## src/rtl/alu_issue.sv

```systemverilog
// Single-issue RISC-V R-type ALU sequencer: IDLE/READ/EXEC/WB over a 32 x N register file with preload and debug ports.
// Optional macro ALU_ISSUE_ILLEGAL_EN adds a one-cycle `illegal` pulse for unsupported encodings.
module alu_issue #(
  parameter int N = 32
) (
  input  logic         clk,
  input  logic         rst_n,
  input  logic         instr_valid,
  output logic         instr_ready,
  input  logic [31:0]  instr,
  output logic [N-1:0] alu_a,
  output logic [N-1:0] alu_b,
  output logic [2:0]   alu_op,
  input  logic [N-1:0] alu_r,
  input  logic         ld_en,
  input  logic [4:0]   ld_addr,
  input  logic [N-1:0] ld_data,
  input  logic [4:0]   dbg_addr,
  output logic [N-1:0] dbg_data,
  output logic         wb_valid,
  output logic [4:0]   wb_rd,
  output logic [N-1:0] wb_data
`ifdef ALU_ISSUE_ILLEGAL_EN
  ,
  output logic         illegal
`endif
);

  typedef enum logic [1:0] {IDLE, READ, EXEC, WB} state_t;

  state_t      state;
  logic [31:0] ir;
  logic [N-1:0] res;
  logic [N-1:0] rf [32];

  logic [6:0] opcode, f7;
  logic [2:0] f3;
  logic [4:0] rs1, rs2, rd;
  logic       dec_ok;
  logic [2:0] dec_op;

  assign opcode = ir[6:0];
  assign rd     = ir[11:7];
  assign f3     = ir[14:12];
  assign rs1    = ir[19:15];
  assign rs2    = ir[24:20];
  assign f7     = ir[31:25];

  assign instr_ready = (state == IDLE);
  assign dbg_data    = rf[dbg_addr];

  always_comb begin
    dec_ok = 1'b0;
    dec_op = 3'd0;
    if (opcode == 7'b0110011) begin
      case ({f7, f3})
        {7'b0000000, 3'b000}: begin dec_ok = 1'b1; dec_op = 3'd0; end
        {7'b0100000, 3'b000}: begin dec_ok = 1'b1; dec_op = 3'd1; end
        {7'b0000000, 3'b111}: begin dec_ok = 1'b1; dec_op = 3'd2; end
        {7'b0000000, 3'b110}: begin dec_ok = 1'b1; dec_op = 3'd3; end
        {7'b0000000, 3'b100}: begin dec_ok = 1'b1; dec_op = 3'd4; end
        default: begin dec_ok = 1'b0; dec_op = 3'd0; end
      endcase
    end
  end

  always_ff @(posedge clk or negedge rst_n) begin
    if (!rst_n) begin
      state    <= IDLE;
      ir       <= '0;
      res      <= '0;
      alu_a    <= '0;
      alu_b    <= '0;
      alu_op   <= '0;
      wb_valid <= 1'b0;
      wb_rd    <= '0;
      wb_data  <= '0;
`ifdef ALU_ISSUE_ILLEGAL_EN
      illegal  <= 1'b0;
`endif
    end else begin
      wb_valid <= 1'b0;
`ifdef ALU_ISSUE_ILLEGAL_EN
      illegal  <= 1'b0;
`endif
      case (state)
        IDLE: begin
          if (instr_valid) begin
            ir    <= instr;
            state <= READ;
          end
        end
        READ: begin
          alu_a  <= rf[rs1];
          alu_b  <= rf[rs2];
          alu_op <= dec_op;
          state  <= dec_ok ? EXEC : IDLE;
`ifdef ALU_ISSUE_ILLEGAL_EN
          illegal <= !dec_ok;
`endif
        end
        EXEC: begin
          res   <= alu_r;
          state <= WB;
        end
        WB: begin
          wb_valid <= 1'b1;
          wb_rd    <= rd;
          wb_data  <= res;
          state    <= IDLE;
        end
        default: state <= IDLE;
      endcase
    end
  end

  // Write-back is ordered after the preload so it wins a same-address collision; x0 never written.
  always_ff @(posedge clk or negedge rst_n) begin
    if (!rst_n) begin
      for (int i = 0; i < 32; i++) rf[i] <= '0;
    end else begin
      if (ld_en && ld_addr != 5'd0) rf[ld_addr] <= ld_data;
      if (state == WB && rd != 5'd0) rf[rd] <= res;
    end
  end

endmodule

```

## config.mk

```make
export PLATFORM = sky130hd
export DESIGN_NAME = alu_issue
export DESIGN_NICKNAME = d
export VERILOG_FILES = /design/src/rtl/alu_issue.sv
export SDC_FILE = /design/constraint.sdc
export NUM_CORES = 2
export LEC_CHECK = 0
export ABC_CLOCK_PERIOD_IN_PS = 2500
export CELL_PAD_IN_SITES_DETAIL_PLACEMENT = 1
export CELL_PAD_IN_SITES_GLOBAL_PLACEMENT = 2
export CORE_ASPECT_RATIO = 1.1
export CORE_UTILIZATION = 42
export DETAILED_ROUTE_END_ITERATION = 8
export PLACE_DENSITY = 0.79
export SYNTH_ARGS = -nofsm -noshare
export SYNTH_HDL_FRONTEND = slang
export SYNTH_SLANG_ARGS = --single-unit
```

## constraint.sdc

```tcl
create_clock -name clk -period 2.5 [get_ports clk]
set_input_delay 0.25 -clock clk [delete_from_list [all_inputs] [get_ports clk]]
set_output_delay 0.25 -clock clk [all_outputs]
set_load 0.005 [all_outputs]
```

; ---- Yosys cells after proc, flatten, opt, wreduce, memory -nomap -nowiden
; Index checks and enable logic that the tools add are counted.
[op_classes]
addsub = 0
n_mul = 0
n_div = 0
n_lt_le_gt_ge = 7
eq_ne = 9
shifts = 0
n_mux = 25
n_bitwise = 5
reduce_logical = 10
[op_table]
columns = operator, n
row1 = $bwmux 1024, 2
row2 = $mux 1024, 2
row3 = $bmux 32 s5, 3
row4 = $demux 32 s5, 2
row5 = $mux 32, 8
row6 = $eq 10x3->1 const B, 3
row7 = $ge 6x6->1 const B, 5
row8 = $not 5->6, 5
row9 = $lt 6x1->1 const B, 2
row10 = $pmux 3 s4, 1
row11 = $eq 10x9->1 const B, 1
row12 = $logic_not 10->1, 1
row13 = $reduce_bool 5->1, 2
row14 = $pmux 2 s4, 1
row15 = $eq 7x6->1 const B, 1
row16 = $reduce_or 5->1, 1
row17 = $eq 2x2->1 const B, 2
row18 = $logic_and 1x1->1, 4
row19 = $mux 2, 2
row20 = $mux 1, 3
row21 = $mux 3, 1
row22 = $eq 2x1->1 const B, 1
row23 = $logic_not 2->1, 1
row24 = $ne 2x2->1 const B, 1
row25 = $reduce_and 2->1, 1
[word_totals]
ff_bits = 1195
latchBits = 0
mem_bits_rw = 0
romBits = 0
input_bits = 110
output_inout_bits = 138
word_cells = 97
n_memories = 0

; ---- Longest topological paths before layout
[depth]
ltp_word = 9
depth_mapped = 8
mapped_depth_nobuf = 6

; ---- Least setup slack after synthesis
; No wires, ideal clock.
[synth_timing]
path_type = input-to-output
start = input port dbg_addr[0]
end = output port dbg_data[10]
arrival_time_ns = 2.030
required_time_ns = 2.250
setup_slack_ns = 0.220
path_stages = 6
path_buffers = 3
cell_sequence = buf_2 > buf_6 > buf_2 > mux4_2 > mux4_2 > mux2_2
[synth_via]
elab_chain_len = 4
[synth_lines]
columns = item, line
row1 = from (decl), 18  ; input logic [4:0] dbg_addr,
row2 = $not 5->6 (implied by the code), 50  ; assign dbg_data = rf[dbg_addr];
row3 = $bmux 32 s5, 50
row4 = $mux 32 (implied by the code) (2 in a row), 50
row5 = to (decl), 19  ; output logic [N-1:0] dbg_data,
; No other way between the ends. The select of a mux whose other input is x is not followed.

; ---- Worst setup path in the final report
[layout_timing]
start = register rf[543] (netlist bit)
end = output port dbg_data[31]
[layout_via]
elab_chain_len = 3
[layout_lines]
columns = item, line
row1 = from (decl), 34  ; logic [N-1:0] rf [32];
row2 = "from (signal, indexed assignment)", 122  ; if (ld_en && ld_addr != 5'd0) rf[ld_addr] <= ld_data;
row3 = "from (signal, indexed assignment)", 123  ; if (state == WB && rd != 5'd0) rf[rd] <= res;
row4 = $bmux 32 s5, 50
row5 = $mux 32 (implied by the code) (2 in a row), 50
; No other way between the ends. The select of a mux whose other input is x is not followed.

==> impl_metrics.csv <==
group,metric,value,unit
clock_tree,path_clk_slew,60,ps
synthesis,yosysWarnings,0,
worst_setup_path,setup.worst_path.class,"reg -> out",
floorplanning,start_util,0.423,
sta,min_period,2980,ps
sta,setup_ws,-485,ps
synthesis,yosysTopAreaCell,"dfrtp_1",
synthesis,synth_edf_count,0,
clock_tree,root_buffer,"clkbuf_16",
drt,wire_per_inst,36.9,um
drt,via_per_inst,6.84,
synthesis,synth-async-reset-ratio,1.00,
drt,via_count,75600,
sta,finalHoldViolations,0,
synthesis,ys_ff_latch,1195,
clock_tree,cts_buffers,146,
place,place.gp.congestion,0.975,
sta,max-slew-margin-rel,0.200,
sta,slew_viol_final,0,
sta,max_freq,335,MHz
grt,grt_start_max_net_pins,108,
grt,antenna_found_initial,9,
layout,drive_above_1_share,0.259,
sta,setup_viol,37,
layout,fin_util,0.541,
run_status,outcome,"finished, violations left",
drt,drtIter0Drc,8851,
synthesis,synth_cell_types,40,
grt,grt_pass1_vias,78000,
drt,dr.pass1.iters,8,
drt,drc,0,
clock_tree,clock_latency,830,ps
drt,antenna_left,0,
grt,overflow,0,
run_status,violations,"setup timing",
pwr,power-per-cell-area,762,mW/mm^2
synthesis,synth_ff_type,"dfrtp_1",
clock_tree,clock_path_buffers,3,
pwr,cellLeakagePower,45.0,nW
worst_setup_path,crit_path_end_kind,"primary output",
hold_path,hold_class,"in -> reg",
synthesis,synthTopCellsByArea,"dfrtp_1 38%, mux2i_1 24%, mux4_2 9.2%",
drt,wirelength,408000,um
sta,clock_skew,31.2,ps
floorplanning,core-area,0.184,mm^2
floorplanning,core.rowCount,165,
clock_tree,cts-htree-levels,4,
floorplanning,io_pins,248,
place,dp_hpwl,257000,um
layout,nets,8618,
job,max_cap_viol_count,0,
floorplanning,dieArea,0.187,mm^2
synthesis,ys_seq_area_frac,0.383,
place,pre_cts_ws,-487,ps
layout,synthToLayoutAreaGrowth,27.7,%
floorplanning,fp.dieH,454,um
worst_setup_path,cp_data_arrival_time,2730,ps
synthesis,synth_area,0.0780,mm^2
synthesis,synth_area_per_cell,10.2,um^2
clock_tree,cts_tree,"yes",
synthesis,syn_nets,7755,
sta,worst_pin_slew,1200,ps
place,portBuffers,247,
grt,grtUsageTotal,0.426,
synthesis,synth_top_area_share,0.383,
synthesis,netlist_instances,7645,
pwr,ir_drop,0.000766,V
sta,rsz0062_at_grt,"yes",
sta,hold_ws,34.5,ps
worst_setup_path,crit_path_max_fanout,2,
grt,grt_pass1_wl,573000,um
floorplanning,fp.dieW,413,um
worst_setup_path,required,2250,ps
clock_tree,cts.sinks,1195,
sta,period_share,1.19,
worst_setup_path,startpoint_type,"register",
-- kinds of logic (layout without fill, tap and decap cells) --
| logic type | count (synthesis) | after routing | share of synthesized area |
|---|---|---|---|
| buffers and inverters | 941 | 1917 | 0.0499 |
| AOI/OAI and AO/OA | 1890 | 1890 | 0.152 |
| and+or+nand+nor | 1310 | 1310 | 0.0654 |
| other | 0 | 10 | 0 |
| DFF | 1195 | 1195 | 0.383 |
| muxes | 2309 | 2309 | 0.349 |
-- final timing paths --
path	startpoint	end	slack, ps	depth (start not counted)
setup / recovery	rf[543]	dbg_data[31]	-480	4
hold / removal	instr[14]	ir[14]	30	2
setup reg to reg	ir[20]	alu_b[24]	-50	8
hold reg to reg	rf[1003]	rf[1003]	430	0
max in group asynchronous	rst_n	rf[987]	910	5
min in group asynchronous	rst_n	rf[229]	530	3
-- Yosys cell counts, types with 2 or more instances --
master,count
nand3b_1,2
nand2b_1,7
a32oi_1,123
nand4b_1,3
dfrtp_1,1195
nor4bb_1,2
buf_6,3
buf_1,82
a21oi_1,737
a22oi_1,256
nor3_1,9
o41ai_1,64
o22ai_1,64
or3_1,7
nor2_1,647
a22o_1,130
or2_2,3
o21ai_0,385
nand2_1,600
and2_1,3
clkbuf_1,646
nor2b_1,7
and3b_1,2
mux4_2,320
mux2_2,96
nand4_1,2
a221oi_1,128
buf_2,180
and3_1,2
nor3b_1,4
mux2i_1,1893
nand3_1,5
or3b_2,3
buf_4,29
-- where the power goes --
part	leakage, nW	switching [mW]	total [mW]	internal (mW)
Combinational	29.6	13.6	27.0	13.5
Sequential	13.0	3.38	26.3	22.9
Clock	2.45	9.34	22.6	13.2
Total	45.0	26.3	75.9	49.6
-- metal layers --
| layer | share of wire | GRT usage | wire length, um |
|---|---|---|---|
| met1 | 0.37 | 0.520 | 151000 |
| met2 | 0.43 | 0.637 | 177000 |
| met3 | 0.10 | 0.105 | 40900 |
| met4 | 0.095 | 0.347 | 38600 |
| met5 | 0.000056 | 0 | 23 |
-- cell usage in the layout, fill, tap and decap left out, types with 29 or more instances in the layout --
master,instances
nand2_1,567
a22oi_1,256
a221oi_1,116
clkbuf_16,163
mux2_2,64
mux4_2,320
buf_12,243
clkdlybuf4s50_1,209
nor2_1,619
dfrtp_1,1188
nand2_4,29
buf_4,1136
o21ai_0,385
a22o_1,130
mux2_4,32
o41ai_1,43
a21oi_1,737
buf_6,38
a32oi_1,123
o22ai_1,62
clkbuf_8,39
mux2i_1,1893
-- state kept, by name, indices dropped and copies added, names as in the netlist, named ones only --
| name | count |
|---|---|
| alu_op | 3 |
| wb_rd | 5 |
| rf | 1024 |
| state | 1 |
| res | 32 |
| alu_a | 32 |
| wb_data | 32 |
| wb_valid | 1 |
| ir | 32 |
| alu_b | 32 |
-- cell type report --
| cell class | count | area (um^2) |
|---|---|---|
| sequential | 1195 | 29900 |
| timing repair buffer | 1655 | 16500 |
| inverter | 1 | 3.75 |
| multi-input combinational | 5509 | 45200 |
| fill | 19500 | 84500 |
| antenna | 10 | 25.0 |
| clock buffer | 218 | 4510 |
| clock inverter | 43 | 449 |
| tap | 2421 | 3030 |
-- per-stage QoR --
stage | power, mW | area (um^2) | std cells | setup TNS (ps)
CTS | 74.6 | 98800 | 11000 | -14150
global route | 78.1 | 99600 | 11000 | -14110
global placement | 50.2 | 92700 | 10600 | -12840
detailed placement | 51.2 | 92700 | 10600 | -13320
floorplan | 38.9 | 78000 | 7645 | 0
finish | 75.9 | 99600 | 11100 | -13800
-- worst max-delay path, stage by stage, from the launching register on --
cell     delay (ps)
dfrtp_1         410
mux4_2          470
mux4_2          520
mux2_4          360
buf_6           140
-- repair_timing --
item / in CTS / in global routing
hold endpoints to repair: 913 / 0
setup buffers: 105 / 44
gates resized for setup: 209 / 40
hold buffers: 8 / 0
pin swaps: 0 / 2
gates cloned: 0 / 8
endpoints found under the setup margin: 42 / 65
(Power assumes the default switching activity.)
